File: src/rtl/pool_pkg.sv
// Shared types and elaboration helpers for the pool_row_reducer slice.
package pool_pkg;

  typedef enum logic {
    POOL_MAX = 1'b0,
    POOL_AVG = 1'b1
  } pool_mode_e;

  typedef enum logic {
    WIN_EMPTY   = 1'b0,
    WIN_FILLING = 1'b1
  } win_state_e;

  function automatic int unsigned clog2(input int unsigned v);
    int unsigned r;
    r = 0;
    for (int unsigned i = 0; i < 32; i++) begin
      if ((32'd1 << i) < v) r = i + 1;
    end
    return r;
  endfunction

  function automatic bit pool_k_legal(input int unsigned k);
    return (k == 2) || (k == 4);
  endfunction

endpackage

File: src/rtl/pool_lane.sv
// One output lane: K-element row reduce, window accumulator, final max or floor-average.
// Average datapath only exists when POOL_AVG_EN is defined.
module pool_lane
  import pool_pkg::*;
#(
  parameter int unsigned DATA_W = 16,
  parameter int unsigned POOL_K = 2
) (
  input  logic                     clk,
  input  logic                     rst,
  input  logic [POOL_K*DATA_W-1:0] row_data,
  input  logic                     load,
  input  logic                     combine,
  input  logic                     clear,
`ifdef POOL_AVG_EN
  input  pool_mode_e               mode,
`endif
  output logic [DATA_W-1:0]        result
);

`ifdef POOL_AVG_EN
  localparam int unsigned SHIFT = 2 * clog2(POOL_K);
  localparam int unsigned ACC_W = DATA_W + SHIFT;
`else
  localparam int unsigned ACC_W = DATA_W;
`endif

  logic signed [DATA_W-1:0] elem [POOL_K];
  logic signed [DATA_W-1:0] row_max;
  logic signed [ACC_W-1:0]  row_val;
  logic signed [ACC_W-1:0]  acc;
  logic signed [ACC_W-1:0]  acc_nxt;
`ifdef POOL_AVG_EN
  logic signed [ACC_W-1:0]  row_sum;
`endif

  always_comb begin
    for (int unsigned i = 0; i < POOL_K; i++) begin
      elem[i] = row_data[i*DATA_W +: DATA_W];
    end
    row_max = elem[0];
    for (int unsigned i = 1; i < POOL_K; i++) begin
      if (elem[i] > row_max) row_max = elem[i];
    end
`ifdef POOL_AVG_EN
    // Sum is sign-extended to the full accumulator width, so it is exact for K*K terms.
    row_sum = '0;
    for (int unsigned i = 0; i < POOL_K; i++) begin
      row_sum = row_sum + ACC_W'(elem[i]);
    end
    row_val = (mode == POOL_AVG) ? row_sum : ACC_W'(row_max);
    if (load)                  acc_nxt = row_val;
    else if (mode == POOL_AVG) acc_nxt = acc + row_val;
    else                       acc_nxt = (row_val > acc) ? row_val : acc;
    result = (mode == POOL_AVG) ? DATA_W'(acc_nxt >>> SHIFT) : DATA_W'(acc_nxt);
`else
    row_val = row_max;
    if (load) acc_nxt = row_val;
    else      acc_nxt = (row_val > acc) ? row_val : acc;
    result = acc_nxt;
`endif
  end

  always_ff @(posedge clk or negedge rst) begin
    if (!rst)                  acc <= '0;
    else if (clear)            acc <= '0;
    else if (load || combine)  acc <= acc_nxt;
  end

endmodule

File: src/rtl/pool_row_reducer.sv
// KxK stride-K signed pooling stage (max, plus average when POOL_AVG_EN is defined).
// Owns the row counter, mode latch, flush handling and output register.
module pool_row_reducer
  import pool_pkg::*;
#(
  parameter int unsigned POX    = 4,
  parameter int unsigned DATA_W = 16,
  parameter int unsigned POOL_K = 2
) (
  input  logic                          clk,
  input  logic                          rst,
  input  logic [POX*DATA_W-1:0]         in_data,
  input  logic                          in_valid,
  input  logic                          pool_mode,
  input  logic                          pool_flush,
  output logic [POX/POOL_K*DATA_W-1:0]  out_data,
  output logic                          out_valid,
  output logic                          win_busy
);

  localparam int unsigned LANES_OUT = POX / POOL_K;
  localparam int unsigned RC_W      = clog2(POOL_K);
  localparam logic [RC_W-1:0] LAST_ROW = RC_W'(POOL_K - 1);

  if (!pool_k_legal(POOL_K)) begin : g_bad_k
    $error("pool_row_reducer: POOL_K must be 2 or 4");
  end
  if ((POX % POOL_K) != 0) begin : g_bad_pox
    $error("pool_row_reducer: POX must be a multiple of POOL_K");
  end

  win_state_e               state;
  logic [RC_W-1:0]          row_cnt;
  logic [RC_W-1:0]          row_cnt_nxt;
  logic                     beat;
  logic                     first_beat;
  logic                     last_beat;
  logic [LANES_OUT*DATA_W-1:0] lane_res;

  // Flush overrides a coincident beat, including the last beat of a window.
  always_comb begin
    state       = (row_cnt == '0) ? WIN_EMPTY : WIN_FILLING;
    beat        = in_valid && !pool_flush;
    first_beat  = beat && (state == WIN_EMPTY);
    last_beat   = beat && (row_cnt == LAST_ROW);
    row_cnt_nxt = row_cnt;
    if (pool_flush)  row_cnt_nxt = '0;
    else if (beat)   row_cnt_nxt = last_beat ? '0 : row_cnt + RC_W'(1);
    win_busy    = (state == WIN_FILLING);
  end

  always_ff @(posedge clk or negedge rst) begin
    if (!rst) row_cnt <= '0;
    else      row_cnt <= row_cnt_nxt;
  end

`ifdef POOL_AVG_EN
  pool_mode_e mode_q;
  pool_mode_e mode_eff;

  always_ff @(posedge clk or negedge rst) begin
    if (!rst)            mode_q <= POOL_MAX;
    else if (first_beat) mode_q <= pool_mode_e'(pool_mode);
  end

  // The first beat of a window is reduced with the live mode, later beats with the latched one.
  assign mode_eff = (state == WIN_EMPTY) ? pool_mode_e'(pool_mode) : mode_q;
`else
  logic unused_mode;
  assign unused_mode = pool_mode;
`endif

  for (genvar j = 0; j < LANES_OUT; j++) begin : g_lane
    pool_lane #(
      .DATA_W (DATA_W),
      .POOL_K (POOL_K)
    ) u_lane (
      .clk      (clk),
      .rst      (rst),
      .row_data (in_data[j*POOL_K*DATA_W +: POOL_K*DATA_W]),
      .load     (first_beat),
      .combine  (beat && !first_beat),
      .clear    (pool_flush),
`ifdef POOL_AVG_EN
      .mode     (mode_eff),
`endif
      .result   (lane_res[j*DATA_W +: DATA_W])
    );
  end

  always_ff @(posedge clk or negedge rst) begin
    if (!rst) begin
      out_data  <= '0;
      out_valid <= 1'b0;
    end else begin
      out_valid <= last_beat;
      if (last_beat) out_data <= lane_res;
    end
  end

endmodule
File: config.mk
export PLATFORM = sky130hd
export DESIGN_NAME = pool_row_reducer
export DESIGN_NICKNAME = d
export VERILOG_FILES = /design/src/rtl/pool_pkg.sv /design/src/rtl/pool_lane.sv /design/src/rtl/pool_row_reducer.sv
export SDC_FILE = /design/constraint.sdc
export NUM_CORES = 1
export LEC_CHECK = 0
export BUFFER_PORTS_ARGS = -buffer_cell sky130_fd_sc_hd__buf_2
export CORE_ASPECT_RATIO = 1.1
export CORE_MARGIN = 2
export CORE_UTILIZATION = 35
export DETAILED_ROUTE_END_ITERATION = 10
export GPL_ROUTABILITY_DRIVEN = 0
export PLACE_DENSITY = 0.61
export SYNTH_ARGS = -nofsm -noshare
export SYNTH_HDL_FRONTEND = slang
export SYNTH_HIERARCHICAL = 1
export SYNTH_SLANG_ARGS = --single-unit
File: constraint.sdc
create_clock -name clk -period 2.4 [get_ports clk]
set_input_delay 0.12 -clock clk [delete_from_list [all_inputs] [get_ports clk]]
set_output_delay 0.12 -clock clk [all_outputs]
set_load 0.03 [all_outputs]
* Word level (Yosys, flattened, before mapping) *
Cells that the tools add are included.

word-level totals
  bits in registers = 66
  bits of input ports = 69
  output and inout port bits = 34
  word-level logic and storage cells = 34

cells by class
  add/subtract/negate cells = 1
  order comparisons = 4
  muxes and demuxes = 14
  bitwise operators = 1
  reduce and logical (&&, ||, !) cells = 9

operator list
  operator               number
  $mux W16               10
  $gt A16 B16 Y1         4
  $logic_and A1 B1 Y1    4
  $mux W1                4
  $reduce_bool A2 Y1     2
  $logic_not A1 Y1       2
  $add A1 B1 Y1 const B  1
  $logic_or A1 B1 Y1     1
  $not A1 Y1             1

* Logic depth before layout (Yosys ltp) *
  depth after elaboration = 8
  gate-level depth with buffers = 20
  mapped depth without buffers = 16

* Cells and area by module *
Netlist, hierarchy kept.

by module, submodules not included
  module            instances  cells each  area an instance (sq um)  seq. area each (sq um)
  pool_lane         2          276         2,140.8                   400.4
  pool_row_reducer  1          74          1,397.6                   850.8

* Worst setup path after synthesis *
No wires, ideal clock.

  kind = input to register
  start = in in_data[47]
  end = reg out_data[30]
  setup time = 125 ps
  arrival = 3,936 ps
  data required time = 2,275 ps
  slack = -1,662 ps
  cell stages on the path = 20
  path buffers = 4
  path through = inv_1 ha_1 nand4_1 nor4_1 a21boi_1 and3b_1 clkbuf_1 clkbuf_1 o21ai_1 nand2_1 ha_1 nand4_2 or2_1 a211o_1 a32o_1 buf_2 clkbuf_1 a211oi_1 a31oi_1 mux2_4

between the ends
  longest elaborated chain between the ends = 5

ends and longest elaborated chain
  what                  RTL line                text
  from (decl)           pool_row_reducer.sv:12  input logic [POX*DATA_W-1:0] in_data,
  $gt A16 B16 Y1        pool_lane.sv:43         if (elem[i] > row_max) row_max = elem[i];
  $mux W16 *            pool_lane.sv:43
  $gt A16 B16 Y1        pool_lane.sv:59         else acc_nxt = (row_val > acc) ? row_val : acc;
  $mux W16              pool_lane.sv:59
  $mux W16 *            pool_lane.sv:58         if (load) acc_nxt = row_val;
  net lane_res[30]      pool_row_reducer.sv:38  logic [LANES_OUT*DATA_W-1:0] lane_res;
  to (signal assigned)  pool_row_reducer.sv:97  if (last_beat) out_data <= lane_res;
  to (decl)             pool_row_reducer.sv:16  output logic [POX/POOL_K*DATA_W-1:0] out_data,

Mark *: on every way through the listed nets, which the timed path passes. The rest lies on a longest branch.
A chain may end at the register's enable or synchronous reset.

* Worst setup path in the final report *
  start = in in_data[10]
  end = reg out_data[12]

Same word-level chain as after synthesis.

==> summary.txt <==
Status
  – Status: finished, violations left
  – Violated checks: negative setup slack

Critical path
  – Critical Path Source Type: primary input
  – Worst Path Arrival: 4.13 ns
  – Crit path kind: primary input to flop
  – Worst Path Max Fanout: 8
  – Worst Path Buf+Inv: 4
  – Crit path largest cell delay: 0.35 ns
  – Critical path's slowest cell: nor4_4
  – CP Capture Type: flop
  – Critical path cell sequence: buf_8 -> inv_8 -> ha_4 -> nand4_1 -> nor4_4 -> a21boi_4 -> and3b_2 -> buf_12 -> o21ai_4 -> nand2_1 -> ha_1 -> nand4_1 -> or2_1 -> a211o_1 -> a32o_2 -> a21o_4 -> buf_12 -> a31oi_2 -> mux2_4
  – Critical path data required time: 2.67 ns
  – CP Depth: 19
  – Reg2Reg Depth: 10
  – CP top delay family: compound AO/OA/AOI/OAI gates

Detailed routing
  – Routed wire length: 21000 um
  – Post-route ant nets: 0
  – Vias per inst: 5.66
  – Per-cell routed wire length: 18.3 um
  – Initial DRC count: 487
  – Remaining routing DRC violations: 0
  – Drt first pass iters: 5
  – Vias after detailed routing: 6517

Synthesis
  – Seq/Total Area, Yosys: 29.1%
  – Post-synthesis cell count: 626
  – Synth Register Bits: 66
  – Count of cell types in the netlist: 46
  – Post-synthesis async set-or-reset flop share: 100%
  – Syn nets: 759
  – Ys flop type: dfrtp_1
  – Yosys synthesis warning count: 6
  – Netlist Area Pre-Place: 0.00568 mm^2
  – Number of flops mapped to enable cells by yosys: 0
  – Mean post-synth cell area: 9.07 um^2

Global routing
  – First-pass GRT wire length: 32800 um
  – Vias in the first global route: 6867
  – Initial antenna violation count: 0
  – GRT overflow: 0
  – Largest net degree at the start of global routing: 38
  – GRT Util Overall: 23.3%

Hold path
  – WHS Path Cells: 2
  – Class of the worst hold path: primary input to flop

Timing
  – Setup_tns: -82.44 ns
  – Final worst-path cycle share: 161%
  – Min Clock Period, post-route: 3.86 ns
  – Count of endpoints failing setup in the final report: 64
  – Fmax: 0.259 GHz
  – Worst hold slack: 0.0195 ns
  – Fin Clk Skew: 0.0102 ns
  – RSZ-0062 raised after global routing: yes
  – Slew headroom: 25.1%
  – Slew Limit Fails: 0
  – Worst-Margin Slew: 1.12 ns
  – Final hold vios: 0
  – Worst Slack Setup Final: -1.46 ns

Flow run
  – Max Cap Violations: 0

Power and ir drop
  – Pwr Density: 721 mW/mm^2
  – Leak: 0.00469 uW
  – Pwr Total: 7330 uW
  – Peak VDD IR: 0.460 mV

Die
  – Starting density of the core: 36.0%
  – Core footprint: 0.0158 mm^2
  – I/O pin count: 103
  – Die span in y: 138 um
  – Die area: 0.0173 mm^2
  – Die X: 125 um
  – Row cnt: 48

Clocking
  – Clock Pin Slew Worst Setup and Hold Paths: 0.06 ns
  – Clock root buffer: clkbuf_16
  – H-tree depth: 3
  – Clock sinks: 66
  – CTS tree: done
  – Skew-Pair Late Insertion Delay: 0.34 ns
  – Bufs on Longest Clock Path: 2
  – CTS buffer count: 9

Layout
  – # diodes: 0
  – Fraction of layout cells with a size suffix above 1: 60.5%
  – # nets final: 1080
  – Area delta synth->final: 79.0%

Placed design
  – DP Wirelength: 14800 um
  – Port Buffers: 101
synth_stat cells, drive strengths merged, types with 17 or more instances:
cell,n,area share [%]
a211oi,34,4.5
a21oi,22,1.9
a31oi,68,7.7
buf,17,2.3
clkbuf,26,1.7
dfrtp,66,29
ha,64,14
inv,65,4.3
mux2,32,8.3
nand2,50,3.3
nand4,44,5.5
o21ai,38,3.3
o41ai,32,4.9
final timing paths:
| path | startpoint | to | slack [ns] |
|---|---|---|---|
| setup / recovery | in_data[10] | out_data[12] | -1.46 |
| hold / removal | pool_flush | row_cnt | 0.02 |
| setup reg to reg | g_lane[0].u_lane/acc[8] | out_data[12] | -0.27 |
| hold reg to reg | out_data[2] | out_data[2] | 0.50 |
| max in group asynchronous | rst | out_data[23] | 1.34 |
| min in group asynchronous | rst | g_lane[0].u_lane/acc[15] | 0.40 |
cell families after synthesis:
| family | count (synthesis) | share of synthesized area, % |
|---|---|---|
| multiplexers | 32 | 8.26 |
| AO/OA/AOI/OAI | 218 | 25.8 |
| buffers and inverters | 108 | 8.33 |
| XOR/XNOR | 1 | 0.154 |
| AND/OR/NAND/NOR | 137 | 14.3 |
| adder cells (fa/ha/maj) | 64 | 14.1 |
| flip-flops | 66 | 29.1 |
layer usage:
layer	vias to the layer above	share of wire, %	wire length, um	global-route usage, %
met5	-	0	0	0
met4	0	3.1	662	9.57
met3	51	4.0	833	2.99
met2	225	53	11200	44.0
met1	3178	40	8340	26.5
li1	3063	-	-	-
stage by stage:
stage | util (%) | instance area [um^2] | setup slack (ns) | std cells
2_1_floorplan | - | 6270 | -1.35 | 626
4_1_cts | 60.4 | 9540 | -1.40 | 1145
6_report | 64.4 | 10200 | -1.46 | 1151
5_1_grt | 64.4 | 10200 | -1.59 | 1151
3_5_place_dp | 53.4 | 8440 | -1.81 | 1112
3_3_place_gp | 53.4 | 8440 | -1.80 | 1112
area by class of cell:
cell class              instances  area, um^2
clock buffers                  10         239
clock inverters                 5        78.8
fillers                      1184        5630
inverters                      65         274
multi-input cells             453        4940
flip-flops and latches         66        1650
well taps                     200         250
repair buffers                352        2740
placed cells by master (no fill, tap or decap), types with 5 or more instances in the layout:
cell type  Yosys  final
nand2_1       50     40
o41ai_4        0     11
mux2_4        29     30
a21o_1         6      5
inv_1         65     53
o41ai_1       32     16
nor2_1         7      7
nand4_1       38     38
o21ai_1       22      9
nand2_2        0      9
dfrtp_1       66     66
o41ai_2        0      5
inv_4          0      6
a21oi_1       22     21
buf_6          5     24
a31oi_2        2     14
o21ai_0       16      7
buf_2          6     85
a211oi_2       0     28
o21ai_4        0     16
ha_1          64     40
buf_12         0      8
o21ai_2        0      6
a31oi_4        0     13
clkbuf_16      0     10
buf_4          0    222
a31oi_1       66     41
buf_8          2     10
ha_4           0     24
report_power, final:
part / internal [uW] / leakage, uW / switching (uW)
Combinational: 2030 / 0.00370 / 2200
Sequential: 1440 / 0.000840 / 230
Clock: 930 / 0.000158 / 496
Total: 4410 / 0.00469 / 2920
what timing repair did:
item                                    in CTS  in global routing
gates cloned                                 6                  0
gates resized for setup                    124                 81
setup buffers                               11                  7
hold endpoints to repair                    29                  0
pin swaps                                   63                 12
hold buffers                                 1                  0
endpoints found under the setup margin      64                 64
state kept, by name, indices dropped and copies added (netlist names):
signal,flops
g_lane.u_lane/acc,32
out_data,32
out_valid,1
row_cnt,1
(Power assumes the default switching activity.)
